--- src/rtl/graph_conv_pkg.sv ---
// Shared constants for the graph-conv FIFO wrapper: widths, event field layout and feeder states.
package graph_conv_pkg;

   localparam int unsigned FIFO_WIDTH = 72;
   localparam int unsigned MAX_DEGREE = 16;
   localparam int unsigned CNT_WIDTH  = 16;
   localparam int unsigned F_WIDTH    = 8;
   localparam int unsigned ADDR_WIDTH = 32;

   // Event word layout: addr/ts in the low bits, two 8-bit fields above, remainder reserved.
   localparam int unsigned EVT_ADDR_LSB = 0;
   localparam int unsigned EVT_F0_LSB   = EVT_ADDR_LSB + ADDR_WIDTH;
   localparam int unsigned EVT_F1_LSB   = EVT_F0_LSB + F_WIDTH;

   typedef enum logic [1:0] {
      ST_IDLE      = 2'd0,
      ST_FILL      = 2'd1,
      ST_START     = 2'd2,
      ST_WAIT_DONE = 2'd3
   } feeder_state_e;

endpackage

--- src/rtl/neighbour_fifo_feeder.sv ---
// Accepts one event plus its neighbour list, writes up to MAX_DEGREE neighbours into the
// neighbour FIFO, then launches graph_conv and holds off the next event until it reports done.
module neighbour_fifo_feeder #(
   parameter int unsigned FIFO_WIDTH = graph_conv_pkg::FIFO_WIDTH,
   parameter int unsigned MAX_DEGREE = graph_conv_pkg::MAX_DEGREE,
   parameter int unsigned CNT_WIDTH  = graph_conv_pkg::CNT_WIDTH
) (
   input  logic                  clk,
   input  logic                  rstn,
   input  logic                  s_evt_valid,
   output logic                  s_evt_ready,
   input  logic [FIFO_WIDTH-1:0] s_evt_data,
   input  logic                  s_evt_no_nb,
   input  logic                  s_nb_valid,
   output logic                  s_nb_ready,
   input  logic [FIFO_WIDTH-1:0] s_nb_data,
   input  logic                  s_nb_last,
   output logic                  fifo_wr_en,
   output logic [FIFO_WIDTH-1:0] fifo_din,
   input  logic                  fifo_full,
   output logic                  module_start,
   output logic [FIFO_WIDTH-1:0] new_event,
   input  logic                  module_done,
   output logic                  busy,
   output logic [CNT_WIDTH-1:0]  dropped_cnt
);
   import graph_conv_pkg::*;

   localparam int unsigned NB_CNT_W = $clog2(MAX_DEGREE + 1);

   feeder_state_e         state_q, state_d;
   logic [NB_CNT_W-1:0]   nb_cnt_q, nb_cnt_d;
   logic [CNT_WIDTH-1:0]  dropped_q, dropped_d;
   logic [FIFO_WIDTH-1:0] event_q, event_d;
   logic                  at_max;
   logic                  nb_hs;

   always_ff @(posedge clk or negedge rstn) begin
      if (!rstn) begin
         state_q   <= ST_IDLE;
         nb_cnt_q  <= '0;
         dropped_q <= '0;
         event_q   <= '0;
      end else begin
         state_q   <= state_d;
         nb_cnt_q  <= nb_cnt_d;
         dropped_q <= dropped_d;
         event_q   <= event_d;
      end
   end

   // Once the list is full, further neighbours are drained (and counted) even while the FIFO is full.
   assign at_max = (nb_cnt_q == NB_CNT_W'(MAX_DEGREE));

   always_comb begin
      state_d      = state_q;
      nb_cnt_d     = nb_cnt_q;
      dropped_d    = dropped_q;
      event_d      = event_q;
      s_evt_ready  = 1'b0;
      s_nb_ready   = 1'b0;
      fifo_wr_en   = 1'b0;
      fifo_din     = '0;
      module_start = 1'b0;
      nb_hs        = 1'b0;
      case (state_q)
         ST_IDLE: begin
            s_evt_ready = rstn;
            if (s_evt_valid) begin
               event_d  = s_evt_data;
               nb_cnt_d = '0;
               state_d  = s_evt_no_nb ? ST_START : ST_FILL;
            end
         end
         ST_FILL: begin
            s_nb_ready = !fifo_full || at_max;
            nb_hs      = s_nb_valid && s_nb_ready;
            if (nb_hs) begin
               if (!at_max) begin
                  fifo_wr_en = 1'b1;
                  fifo_din   = s_nb_data;
                  nb_cnt_d   = nb_cnt_q + NB_CNT_W'(1);
               end else if (dropped_q != {CNT_WIDTH{1'b1}}) begin
                  dropped_d = dropped_q + CNT_WIDTH'(1);
               end
               if (s_nb_last) begin
                  state_d = ST_START;
               end
            end
         end
         ST_START: begin
            module_start = 1'b1;
            state_d      = ST_WAIT_DONE;
         end
         ST_WAIT_DONE: begin
            if (module_done) begin
               state_d = ST_IDLE;
            end
         end
         default: state_d = ST_IDLE;
      endcase
   end

   assign new_event   = event_q;
   assign dropped_cnt = dropped_q;
   assign busy        = (state_q != ST_IDLE);

endmodule

--- config.mk ---
export PLATFORM = sky130hd
export DESIGN_NAME = neighbour_fifo_feeder
export DESIGN_NICKNAME = d
export VERILOG_FILES = /design/src/rtl/graph_conv_pkg.sv /design/src/rtl/neighbour_fifo_feeder.sv
export SDC_FILE = /design/constraint.sdc
export NUM_CORES = 1
export LEC_CHECK = 0
export BUFFER_PORTS_ARGS = -buffer_cell sky130_fd_sc_hd__buf_2
export CORE_AREA = 5 5 120 122
export CTS_CLUSTER_SIZE = 25
export DETAILED_ROUTE_END_ITERATION = 10
export DIE_AREA = 0 0 125 127
export HOLD_SLACK_MARGIN = 0.12
export PLACE_DENSITY = 0.69
export SLEW_MARGIN = 10
export SYNTH_ARGS = -nofsm -noshare
export SYNTH_HDL_FRONTEND = slang
export SYNTH_SLANG_ARGS = --single-unit
--- constraint.sdc ---
create_clock -name clk -period 2.05 [get_ports clk]
set_input_delay 0.41 -clock clk [delete_from_list [all_inputs] [get_ports clk]]
set_output_delay 0.41 -clock clk [all_outputs]
set_load 0.005 [all_outputs]
==> results of run 1 <==
[synthesized netlist by cell type, types with 2 or more instances]
library cell | n | area, um^2
sky130_fd_sc_hd__dfrtp_1 | 95 | 2377
sky130_fd_sc_hd__mux2_2 | 74 | 833.3
sky130_fd_sc_hd__buf_2 | 9 | 45.04
sky130_fd_sc_hd__inv_1 | 8 | 30.03
sky130_fd_sc_hd__nand3_1 | 9 | 45.04
sky130_fd_sc_hd__and2_1 | 74 | 462.9
sky130_fd_sc_hd__and3_1 | 2 | 12.51
sky130_fd_sc_hd__clkbuf_1 | 7 | 26.28
sky130_fd_sc_hd__mux2i_1 | 5 | 50.05
sky130_fd_sc_hd__nor2_1 | 4 | 15.01
sky130_fd_sc_hd__nand2_1 | 14 | 52.55
sky130_fd_sc_hd__nor4_1 | 2 | 12.51
sky130_fd_sc_hd__and4_1 | 2 | 17.52
sky130_fd_sc_hd__a21oi_1 | 3 | 15.01
sky130_fd_sc_hd__xnor2_1 | 12 | 105.1
sky130_fd_sc_hd__o21ai_0 | 9 | 45.04
sky130_fd_sc_hd__nor2b_1 | 2 | 12.51
sky130_fd_sc_hd__ha_1 | 8 | 100.1
sky130_fd_sc_hd__nand4_1 | 7 | 43.79
sky130_fd_sc_hd__o211ai_1 | 5 | 37.54
[what timing repair did]
item | CTS | global route
gates cloned | 2 | 11
pin swaps | 3 | 47
hold endpoints to repair | 0 | 0
setup endpoints to repair | 73 | 74
buffers inserted | 4 | 9
resized for setup | 6 | 107
hold buffers | 0 | 0
[power breakdown]
group          internal [uW]  switching [uW]
combinational           2040            1430
clock                    888             748
sequential              2650             363
[worst min-delay path by stage]
stage                                              to  slack (ns)  cells past startpoint
after floorplan            dropped_cnt[0]$_DFFE_PN0P_        0.11                      0
after global placement    dropped_cnt[10]$_DFFE_PN0P_        0.48                      1
after detailed placement  dropped_cnt[10]$_DFFE_PN0P_        0.48                      1
after CTS                    new_event[0]$_DFFE_PN0P_        0.18                      2
after global routing         new_event[0]$_DFFE_PN0P_        0.20                      2
final                        new_event[0]$_DFFE_PN0P_        0.15                      2
[logic make-up after synthesis]
kind of cell	after synthesis	share of synthesized area
AND/OR/NAND/NOR	126	0.1723
AO/OA/AOI/OAI	22	0.03097
buffers and inverters	25	0.02489
flip-flops	95	0.5254
adder cells (fa/ha/maj)	8	0.02212
multiplexers	81	0.2011
XOR/XNOR	12	0.02323
[registers in the layout, summed over array words and instances, names as in the netlist]
signal,count
new_event,72
dropped_cnt,16
state_q,2
nb_cnt_q,5
[cells in the final DEF (no fill, tap or decap), drive strengths merged, types with 2 or more instances in the layout]
cell	instances
and2	74
mux2	76
inv	12
nor4	3
dfrtp	95
nor2b	2
xnor2	12
o211ai	5
nand3	9
clkbuf	17
buf	354
o21ai	10
ha	8
nor2	6
a21oi	3
nand4	8
nand2	14
and4	2
mux2i	5
and3	3
[routing by layer]
layer  up-vias  routed length, um
met5         -                  0
met2       232               9019
met1      2033               5814
met4         0                326
li1       1975                  -
met3        21               1723
[per-stage QoR]
step	TNS [ns]	utilization
after CTS	-12.18	0.5246
final	-14.81	0.5805
after global routing	-19.91	0.5805
after detailed placement	0	0.4934
after floorplan	0	-
after global placement	0	0.4934
[worst register-to-register path, stage by stage (launching register included)]
cell,delay (ns)
sky130_fd_sc_hd__dfrtp_1,0.38
sky130_fd_sc_hd__inv_1,0.07
sky130_fd_sc_hd__ha_2,0.18
sky130_fd_sc_hd__nand4bb_1,0.16
sky130_fd_sc_hd__buf_4,0.22
sky130_fd_sc_hd__nor4_4,0.32
sky130_fd_sc_hd__nand4_1,0.15
sky130_fd_sc_hd__mux2_1,0.33
[area by class of cell]
type                       count  area (um^2)  area share
timing repair buffer         361         2492      0.3281
sequential                    95         2377      0.3130
tap                          176        220.2     0.02899
multi-input combinational    249         2176      0.2864
clock buffer                  10        239.0     0.03146
inverter                       8        30.03    0.003953
antenna                        1        2.502   0.0003294
clock inverter                 6        58.81    0.007742
==> impl_summary.log, run 1 <==
[metrics] result of the run: complete, but fails checks
[metrics] failing checks: setup timing
[metrics] via count: about 4300
[metrics] Clock H-tree levels: 3
[metrics] highest ir drop seen on vdd: 0.3893 mV
[metrics] Placed Instance Area: 6456 um^2
[metrics] depth of the critical timing path with buffers and inverters included: 9
[metrics] # clock sinks: 95
[metrics] Total Power Consumption: just over 8000 uW
[metrics] global-route track usage on met1: 0.2027
[metrics] count of TritonRoute iterations in the first routing pass: 4
[metrics] share of final-layout standard cells stronger than drive strength 1: 0.7064
[metrics] met3 Track Usage GR: 0.07346
[metrics] minimum hold slack: ~0.15 ns
[metrics] filler instances: 1050
[metrics] max capacitance violation total: 0
[metrics] crit path capture type: output pin
[metrics] warnings from Yosys: 0
[metrics] critical path's largest stage delay: approximately 0.38 ns
[metrics] crit path from: nb_cnt_q[0]$_DFFE_PN0P_
[metrics] post-synthesis sequential element count: 95
[metrics] area delta synth->final: 67.89%
[metrics] cell area after layout: around 7600 um^2
[metrics] critical path endpoint: fifo_din[18]
[metrics] setup ws final: -0.2518 ns
[metrics] Max Freq: 434.4 MHz
[metrics] combined global-route utilization of all metal layers: 0.1858
[metrics] clock buffers created by TritonCTS: 9
[metrics] I/O pin total: 317
[metrics] Worst Max-Slew Pin Slew: roughly 0.54 ns
[metrics] reg-to-reg startpoint: nb_cnt_q[0]$_DFFE_PN0P_
[metrics] met2 Track Usage GR: 0.3423
[metrics] clock latency of the later-clocked register in the worst-skew pair: about 0.33 ns
[metrics] number of standard cells in the final layout excluding fillers: 906
[metrics] fraction of registers with async set or reset after synthesis: 1.000
[metrics] Clock Path Buffers: 2
[metrics] vertical die dimension: around 130 um
[metrics] antenna violations before repair: 1
[metrics] final hold violation count: 0
[metrics] Power per Cell Area: approximately 1100 nW/um^2
[metrics] detailed-route vias per instance: 4.703
[metrics] TritonCTS clock tree: done
[metrics] effective utilization at floorplan: 0.3458
[metrics] worst reg-to-reg setup slack: ~0.14 ns
[metrics] WL/cell: about 19 um
[metrics] number of max-slew violations in the final report: 0
[metrics] number of placed instances with taps included: 865
[metrics] family of cells with the greatest summed delay on the critical path: buffers and inverters
[metrics] DR DRC count: 0
[metrics] slowest stage cell on the critical path: sky130_fd_sc_hd__dfrtp_1
[metrics] die area: between 15000 and 20000 um^2
[metrics] layout net count: roughly 900
[metrics] RePlAce Congestion: between 0.9 and 1
[metrics] sequential cell area fraction in the yosys report: 0.5254
[metrics] residual antenna-violating net count after detailed routing: 0
[metrics] number of setup violations in the final report: 73
[metrics] worst setup path class: flop to output pin
[metrics] worst slew slack as a fraction of its limit: 0.6372
[metrics] pin count of the biggest net entering global routing: 96
[metrics] number of port buffers: 316
[metrics] Final Critical Period: roughly 2.3 ns
[metrics] capture point of the worst reg-to-reg path: dropped_cnt[13]$_DFFE_PN0P_
[metrics] placed wire-length estimate: ~12 mm
[metrics] CTS root buf: sky130_fd_sc_hd__clkbuf_16
[metrics] mean instance size in the synthesized netlist: ~12 um^2
[metrics] worst path bufs/invs: 4
[metrics] crit path DAT: roughly 1.9 ns
[metrics] setup clock skew after layout: around 0.0071 ns
[metrics] most used routing layer in global routing: met2
[metrics] syn nets: between 500 and 600
[metrics] largest fanout of any net on the critical path: 9
[metrics] std cell rows: 42
[metrics] Initial DRC Count: 205
[metrics] RSZ-0062 raised after global routing: yes
[metrics] LEAKAGE: slightly below 0.004 uW
[metrics] critical path data required time: approximately 1.6 ns
[metrics] cells traversed along the worst timing path: inv_1, ha_2, nand4bb_1, nand2_2, nor2_4, buf_12, clkbuf_16, and2_1, buf_2
[metrics] final worst-path cycle share: 1.123
[metrics] cell count after synthesis: ~370
[metrics] number of global-route vias before repair: ~4400
[metrics] worst min-delay path category: input port to async pin
[metrics] number of cells on the worst reg-to-reg path: 7
[metrics] area of the placeable core: roughly 13000 um^2
[metrics] width of the die: around 130 um
[metrics] most used flip-flop cell after synthesis: sky130_fd_sc_hd__dfrtp_1
[metrics] global-route wire length before repair: around 24 mm
[metrics] Place WS: roughly 0.061 ns
[metrics] routed wire length: between 15 and 20 mm
[metrics] Congestion Overflow GR: 0
[metrics] number of distinct library cell variants in the gate-level netlist after synthesis: 38
[metrics] number of enable flip-flop cells after synthesis: 0
[metrics] type of origin of the critical path: flop
[metrics] clock-pin slew on the worst setup and hold paths: 0.07 ns
[metrics] Mapped Area: between 4000 and 5000 um^2
(Power assumes the default switching activity.)
==> run 2: changes to the inputs <==
--- a/config.mk
+++ b/config.mk
@@ -5,13 +5,14 @@
 export SDC_FILE = /design/constraint.sdc
 export NUM_CORES = 1
 export LEC_CHECK = 0
+export ABC_AREA = 1
 export BUFFER_PORTS_ARGS = -buffer_cell sky130_fd_sc_hd__buf_2
 export CORE_AREA = 5 5 120 122
 export CTS_CLUSTER_SIZE = 25
 export DETAILED_ROUTE_END_ITERATION = 10
 export DIE_AREA = 0 0 125 127
 export HOLD_SLACK_MARGIN = 0.12
-export PLACE_DENSITY = 0.69
+export PLACE_DENSITY = 0.72
 export SLEW_MARGIN = 10
 export SYNTH_ARGS = -nofsm -noshare
 export SYNTH_HDL_FRONTEND = slang
==> run 2 against run 1 <==
  * The run still ends with setup timing left
  * Final area shrank 2.5%
  * Sequential power barely moved
  * Critical path depth increased by 2
  * Maximum frequency fell by 2.3%
  * Total power shrank 2.8%
  * Critical endpoint is now fifo_din[62]
==> impl_summary.log, run 2 <==
[metrics] result of the run: complete, but fails checks
[metrics] failing checks: setup timing
[metrics] combined global-route utilization of all metal layers: 0.2187
[metrics] cell count after synthesis: roughly 540
[metrics] mean instance size in the synthesized netlist: 9.179 um^2
[metrics] Power per Cell Area: approximately 1100 nW/um^2
[metrics] most instantiated cells after synthesis: 100 x sky130_fd_sc_hd__inv_1, 95 x sky130_fd_sc_hd__dfrtp_1, 92 x sky130_fd_sc_hd__nor2_1
[metrics] global-route wire length before repair: about 27 mm
[metrics] area delta synth->final: 50.78%
[metrics] Congestion Overflow GR: 0
[metrics] vertical die dimension: around 130 um
[metrics] worst min-delay path category: input port to async pin
[metrics] TritonCTS clock tree: done
[metrics] Worst Max-Slew Pin Slew: ~0.49 ns
[metrics] clock buffers created by TritonCTS: 9
[metrics] effective utilization at floorplan: 0.3753
[metrics] leading post-synthesis cells by cell area: sky130_fd_sc_hd__dfrtp_1 48%, sky130_fd_sc_hd__mux2_2 17%, sky130_fd_sc_hd__inv_1 7.6%
[metrics] type of origin of the critical path: flop
[metrics] pin count of the biggest net entering global routing: 96
[metrics] warnings from Yosys: 0
[metrics] area of the placeable core: about 13000 um^2
[metrics] setup ws final: -0.3052 ns
[metrics] Mapped Area: between 4000 and 5000 um^2
[metrics] share of final-layout standard cells stronger than drive strength 1: 0.5613
[metrics] clock latency of the later-clocked register in the worst-skew pair: around 0.34 ns
[metrics] RePlAce Congestion: 0.9968
[metrics] Final Critical Period: ~2.4 ns
[metrics] number of enable flip-flop cells after synthesis: 0
[metrics] number of placed instances with taps included: 1020
[metrics] slowest stage cell on the critical path: sky130_fd_sc_hd__dfrtp_1
[metrics] number of setup violations in the final report: 73
[metrics] syn nets: around 700
[metrics] number of max-slew violations in the final report: 0
[metrics] fraction of registers with async set or reset after synthesis: 1.000
[metrics] number of cells on the worst reg-to-reg path: 5
[metrics] final worst-path cycle share: 1.149
[metrics] DR DRC count: 0
[metrics] antenna violations before repair: 9
[metrics] placed wire-length estimate: between 10 and 15 mm
[metrics] std cell rows: 42
[metrics] family of cells with the greatest summed delay on the critical path: buffers and inverters
[metrics] RSZ-0062 raised after global routing: yes
[metrics] max capacitance violation total: 0
[metrics] # clock sinks: 95
[metrics] most frequent cell on the critical path: sky130_fd_sc_hd__inv_2
[metrics] number of flip-flops under the largest register name: 72
[metrics] number of distinct library cell variants in the gate-level netlist after synthesis: 25
[metrics] sequential cell area fraction in the yosys report: 0.4841
[metrics] minimum hold slack: around 0.14 ns
[metrics] worst reg-to-reg setup slack: roughly 0.30 ns
[metrics] residual antenna-violating net count after detailed routing: 0
[metrics] footprint of the multi-input gates: about 2200 um^2
[metrics] via count: approximately 5000
[metrics] width of the die: approximately 130 um
[metrics] Max Freq: 424.6 MHz
[metrics] setup clock skew after layout: 0.008042 ns
[metrics] most frequent cells in the layout: 313 x sky130_fd_sc_hd__buf_2, 95 x sky130_fd_sc_hd__inv_1, 95 x sky130_fd_sc_hd__dfrtp_1, 87 x sky130_fd_sc_hd__nand2_1, 72 x sky130_fd_sc_hd__mux2_2
[metrics] setup tns final: -16.89 ns
[metrics] layout net count: approximately 1000
[metrics] detailed-route vias per instance: approximately 4.6
[metrics] WL/cell: roughly 17 um
[metrics] number of global-route vias before repair: a little under 5000
[metrics] reg-to-reg startpoint: state_q[0]$_DFFE_PN0P_
[metrics] die area: between 15000 and 20000 um^2
[metrics] filler instances: around 1200
[metrics] cells traversed along the worst timing path: inv_2, ha_4, nand2_2, inv_2, nand2_4, a21oi_4, nand3_4, buf_12, clkbuf_16, nor2_1, buf_2
[metrics] worst setup path class: flop to output pin
[metrics] critical path's largest stage delay: ~0.39 ns
[metrics] number of standard cells in the final layout excluding fillers: 1057
[metrics] area taken by flip-flops and latches: between 2000 and 2500 um^2
[metrics] count of TritonRoute iterations in the first routing pass: 4
[metrics] clock-pin slew on the worst setup and hold paths: ~0.070 ns
[metrics] final hold violation count: 0
[metrics] crit path capture type: output pin
[metrics] critical path data required time: about 1.6 ns
[metrics] worst path bufs/invs: 5
[metrics] most used flip-flop cell after synthesis: sky130_fd_sc_hd__dfrtp_1
[metrics] cell type with the largest total area after synthesis: sky130_fd_sc_hd__dfrtp_1
[metrics] LEAKAGE: 0.004224 uW
[metrics] routed wire length: 18.25 mm
[metrics] Clock Path Buffers: 2
[metrics] Initial DRC Count: around 160
[metrics] largest fanout of any net on the critical path: 6
[metrics] most repeated cell in the gate-level netlist after synthesis: sky130_fd_sc_hd__inv_1
[metrics] CTS root buf: sky130_fd_sc_hd__clkbuf_16
[metrics] most common library cell in the layout ignoring fill and taps: sky130_fd_sc_hd__buf_2
[metrics] highest ir drop seen on vdd: 0.7367 mV
[metrics] share of the synthesized area in the top cell type: 0.4841
[metrics] post-synthesis sequential element count: 95
[metrics] I/O pin total: about 320
[metrics] number of port buffers: ~320
[metrics] crit path DAT: approximately 2.0 ns
[metrics] capture point of the worst reg-to-reg path: new_event[36]$_DFFE_PN0P_
[metrics] Clock H-tree levels: 3
[metrics] worst slew slack as a fraction of its limit: 0.6707
-- run 2: cell count changes after synthesis, sizes merged, moves of 4 or more --
cell    delta
xor2       +4
clkbuf     -6
buf        +7
inv       +92
nand2     +79
nand4      +7
mux2       -4
and2      -74
xnor2      -7
nor2      +91
o211ai     -5
mux2i      -5
-- run 2: through the flow --
stage                     setup WS (ns)  utilization  instance area [um^2]  power (uW)
after floorplan                  0.2043            -                  4911        4603
final                           -0.3052       0.5659                  7405        7889
after global placement           0.1102       0.5117                  6695        6008
after detailed placement         0.1057       0.5117                  6695        6107
after CTS                       -0.2524       0.5448                  7128        7875
after global routing            -0.3887       0.5657                  7402        8448
-- run 2: repair_timing --
action / CTS / global route
hold buffers: 0 / 0
pin swaps: 0 / 2
endpoints found under the setup margin: 73 / 73
gates cloned: 3 / 3
buffers inserted: 5 / 2
resized for setup: 6 / 59
-- run 2: how the worst max path moves through the flow --
stage,from,endpoint,slack (ns),cells past startpoint
floorplan,state_q[1]$_DFFE_PN0P_,fifo_din[62],0.20,7
global placement,nb_cnt_q[0]$_DFFE_PN0P_,fifo_din[4],0.11,10
detailed placement,nb_cnt_q[0]$_DFFE_PN0P_,fifo_din[4],0.11,10
CTS,nb_cnt_q[0]$_DFFE_PN0P_,fifo_din[68],-0.25,11
global route,nb_cnt_q[0]$_DFFE_PN0P_,fifo_din[55],-0.39,11
finish,nb_cnt_q[0]$_DFFE_PN0P_,fifo_din[62],-0.31,11
-- run 2: cell families after synthesis --
logic type,after synthesis,share of synthesized area
XOR/XNOR,9,0.01605
adder cells (fa/ha/maj),8,0.02038
buffers and inverters,118,0.1065
flip-flops,95,0.4841
AO/OA/AOI/OAI,15,0.01885
AND/OR/NAND/NOR,218,0.1890
multiplexers,72,0.1651
-- run 2: cell type report --
class	instances	area share
diodes	8	0.002704
clock buffers	9	0.03042
clock inverters	7	0.009125
inverters	100	0.05069
multi-input cells	322	0.2952
flip-flops and latches	95	0.3211
well taps	176	0.02974
repair buffers	340	0.2611
-- run 2: power by group --
part | switching, uW | total, uW | internal (uW)
logic | 1480 | 3260 | 1780
registers | 365 | 3010 | 2640
clock network | 771 | 1620 | 848
total | 2620 | 7890 | 5270
-- run 2: metal layers --
layer  share of wire  wire length (um)  global-route usage
met3           0.094              1707             0.08639
met4           0.037               667              0.1014
met5               0                 0                   0
met2            0.53              9664              0.4021
met1            0.34              6211              0.2166
==> run 3: changes to the inputs <==
--- a/config.mk
+++ b/config.mk
@@ -13,7 +13,8 @@
 export DIE_AREA = 0 0 125 127
 export HOLD_SLACK_MARGIN = 0.12
 export PLACE_DENSITY = 0.72
-export SLEW_MARGIN = 10
+export SETUP_SLACK_MARGIN = 0.5
+export SLEW_MARGIN = 15
 export SYNTH_ARGS = -nofsm -noshare
 export SYNTH_HDL_FRONTEND = slang
 export SYNTH_SLANG_ARGS = --single-unit
==> run 3 against run 2 <==
  * The run still ends with setup timing left
  * Via count up 0.70%
  * Final area up 8.9%
  * Wire length down 1.1%
  * Core utilization up 5.0 points
  * Setup slack better by 0.030 ns
  * Sequential cell count unchanged
  * Critical path type unchanged
  * Critical path depth unchanged
==> impl_summary.log, run 3 (synthesized netlist as in run 2, its figures left out) <==
[metrics] RePlAce Congestion: 0.9649
[metrics] type of origin of the critical path: flop
[metrics] worst setup path class: flop to output pin
[metrics] Max Freq: 430.1 MHz
[metrics] cell area after layout: around 8000 um^2
[metrics] setup clock skew after layout: approximately 0.009 ns
[metrics] Initial DRC Count: 117
[metrics] largest fanout of any net on the critical path: 10
[metrics] final worst-path cycle share: 1.134
[metrics] combined global-route utilization of all metal layers: 0.2107
[metrics] I/O pin total: 317
[metrics] setup ws final: -0.2748 ns
[metrics] TritonCTS clock tree: done
[metrics] Total Power Consumption: around 9100 uW
[metrics] Clock Path Buffers: 2
[metrics] detailed-route vias per instance: about 4.6
[metrics] vertical die dimension: approximately 130 um
[metrics] number of max-slew violations in the final report: 0
[metrics] number of flip-flops under the largest register name: 72
[metrics] Final Critical Period: around 2.3 ns
[metrics] number of hold buffers added after CTS: 0
[metrics] most common library cell in the layout ignoring fill and taps: sky130_fd_sc_hd__buf_2
[metrics] global-route wire length before repair: roughly 26 mm
[metrics] pin count of the biggest net entering global routing: 96
[metrics] Placed Instance Area: between 6000 and 7000 um^2
[metrics] residual antenna-violating net count after detailed routing: 0
[metrics] via count: between 4000 and 5000
[metrics] clock buffers created by TritonCTS: 9
[metrics] clock-pin slew on the worst setup and hold paths: about 0.08 ns
[metrics] reg-to-reg startpoint: state_q[0]$_DFFE_PN0P_
[metrics] RSZ-0062 raised after global routing: yes
[metrics] Power per Cell Area: 1127 nW/um^2
[metrics] placed wire-length estimate: between 10 and 15 mm
[metrics] highest ir drop seen on vdd: roughly 0.82 mV
[metrics] failing checks: setup timing
[metrics] count of TritonRoute iterations in the first routing pass: 6
[metrics] clock latency of the later-clocked register in the worst-skew pair: around 0.34 ns
[metrics] die area: between 15000 and 20000 um^2
[metrics] max capacitance violation total: 0
[metrics] # clock sinks: 95
[metrics] result of the run: complete, but fails checks
[metrics] area of the placeable core: 13090 um^2
[metrics] share of final-layout standard cells stronger than drive strength 1: 0.5942
[metrics] number of setup violations in the final report: 73
[metrics] antenna violations before repair: 5
[metrics] worst slew slack as a fraction of its limit: 0.6592
[metrics] Congestion Overflow GR: 0
[metrics] layout net count: 1052
[metrics] Worst Max-Slew Pin Slew: slightly above 0.5 ns
[metrics] Clock H-tree levels: 3
[metrics] crit path DAT: 1.91 ns
[metrics] CTS root buf: sky130_fd_sc_hd__clkbuf_16
[metrics] crit path capture type: output pin
[metrics] effective utilization at floorplan: 0.3753
[metrics] most frequent cells in the layout: 312 x sky130_fd_sc_hd__buf_2, 94 x sky130_fd_sc_hd__dfrtp_1, 93 x sky130_fd_sc_hd__inv_1, 88 x sky130_fd_sc_hd__nand2_1, 47 x sky130_fd_sc_hd__nor2_2
[metrics] critical path data required time: roughly 1.6 ns
[metrics] area delta synth->final: 64.23%
[metrics] width of the die: between 100 and 150 um
[metrics] worst min-delay path category: input port to async pin
[metrics] number of port buffers: between 300 and 400
[metrics] LEAKAGE: approximately 0.0046 uW
[metrics] final hold violation count: 0
[metrics] WL/cell: roughly 17 um
[metrics] routed wire length: about 18 mm
[metrics] std cell rows: 42
[metrics] DR DRC count: 0
[metrics] number of global-route vias before repair: 4996
[metrics] crit path from: nb_cnt_q[0]$_DFFE_PN0P_
run 3: changes by cell type in the layout (fill, tap and decap cells not counted), moves of 6 or more:
cell	before	now
sky130_fd_sc_hd__mux2_4	0	34
sky130_fd_sc_hd__nor2_1	51	40
sky130_fd_sc_hd__buf_16	4	10
sky130_fd_sc_hd__mux2_2	72	38
sky130_fd_sc_hd__buf_6	3	12
sky130_fd_sc_hd__buf_12	3	10
sky130_fd_sc_hd__nor2_2	33	47
run 3: timing repair:
action                                 4_1_cts  5_1_grt
gates resized for setup                     65       80
setup buffers                               17        7
setup endpoints to repair                  172      172
pin swaps                                    5        8
cloned                                       9        4
endpoints found under the hold margin        0        0
run 3: final cells by class:
cell class | instances | area, um^2
antenna | 5 | 12.51
clock buffer | 9 | 225.2
clock inverter | 7 | 72.57
fill | 1100 | 5020
inverter | 100 | 382.9
multi-input combinational | 322 | 2399
sequential | 95 | 2379
tap | 176 | 220.2
timing repair buffer | 364 | 2375
run 3: power breakdown:
| group | internal (uW) | total [uW] | leakage (uW) | switching, uW |
|---|---|---|---|---|
| combinational | 2590 | 4390 | 0.00336 | 1800 |
| sequential | 2650 | 3040 | 0.00113 | 393 |
| clock | 862 | 1660 | 0.000148 | 795 |
| total | 6100 | 9090 | 0.00463 | 2990 |
run 3: worst paths after layout:
path | slack (ns) | endpoint | depth (start not counted)
max in group asynchronous | 1.51 | dropped_cnt[3]$_DFFE_PN0P_ | 2
max reg2reg | 0.20 | new_event[2]$_DFFE_PN0P_ | 9
min reg2reg | 0.50 | new_event[36]$_DFFE_PN0P_ | 1
max | -0.27 | fifo_din[17] | 11
min | 0.14 | new_event[52]$_DFFE_PN0P_ | 2
min in group clk | 0.29 | new_event[46]$_DFFE_PN0P_ | 2
run 3: per-stage QoR:
stage / setup TNS [ns] / hold WS [ns] / setup WS (ns) / instances / utilization
3_5_place_dp: 0 / 0.4871 / 0.1084 / 1020 / 0.5115
3_3_place_gp: 0 / 0.4818 / 0.1356 / 1020 / 0.5115
5_1_grt: -27.27 / 0.1850 / -0.4032 / 1076 / 0.6160
2_1_floorplan: 0 / 0.1144 / 0.2344 / 535 / -
6_report: -18.18 / 0.1420 / -0.2748 / 1078 / 0.6164
4_1_cts: -17.03 / 0.1606 / -0.2543 / 1062 / 0.5836
run 3: routing by layer:
layer  vias up  global-route usage  routed length (um)
li1       2371                   -                   -
met1      2277              0.2138                6068
met2       234              0.3964                9910
met3        23             0.08264                1745
met4         0             0.06760                 322
met5         -                   0                   0
run 3: critical path, cell delays in order, from the launching register on:
cell and delay (ns):
sky130_fd_sc_hd__dfrtp_1 0.38, sky130_fd_sc_hd__inv_1 0.07, sky130_fd_sc_hd__ha_1 0.14, sky130_fd_sc_hd__nand2_1 0.06, sky130_fd_sc_hd__inv_2 0.08, sky130_fd_sc_hd__nand2_4 0.06
sky130_fd_sc_hd__a21oi_4 0.18, sky130_fd_sc_hd__nand3_4 0.10, sky130_fd_sc_hd__buf_12 0.16, sky130_fd_sc_hd__buf_12 0.15, sky130_fd_sc_hd__nor2_2 0.09, sky130_fd_sc_hd__buf_2 0.12
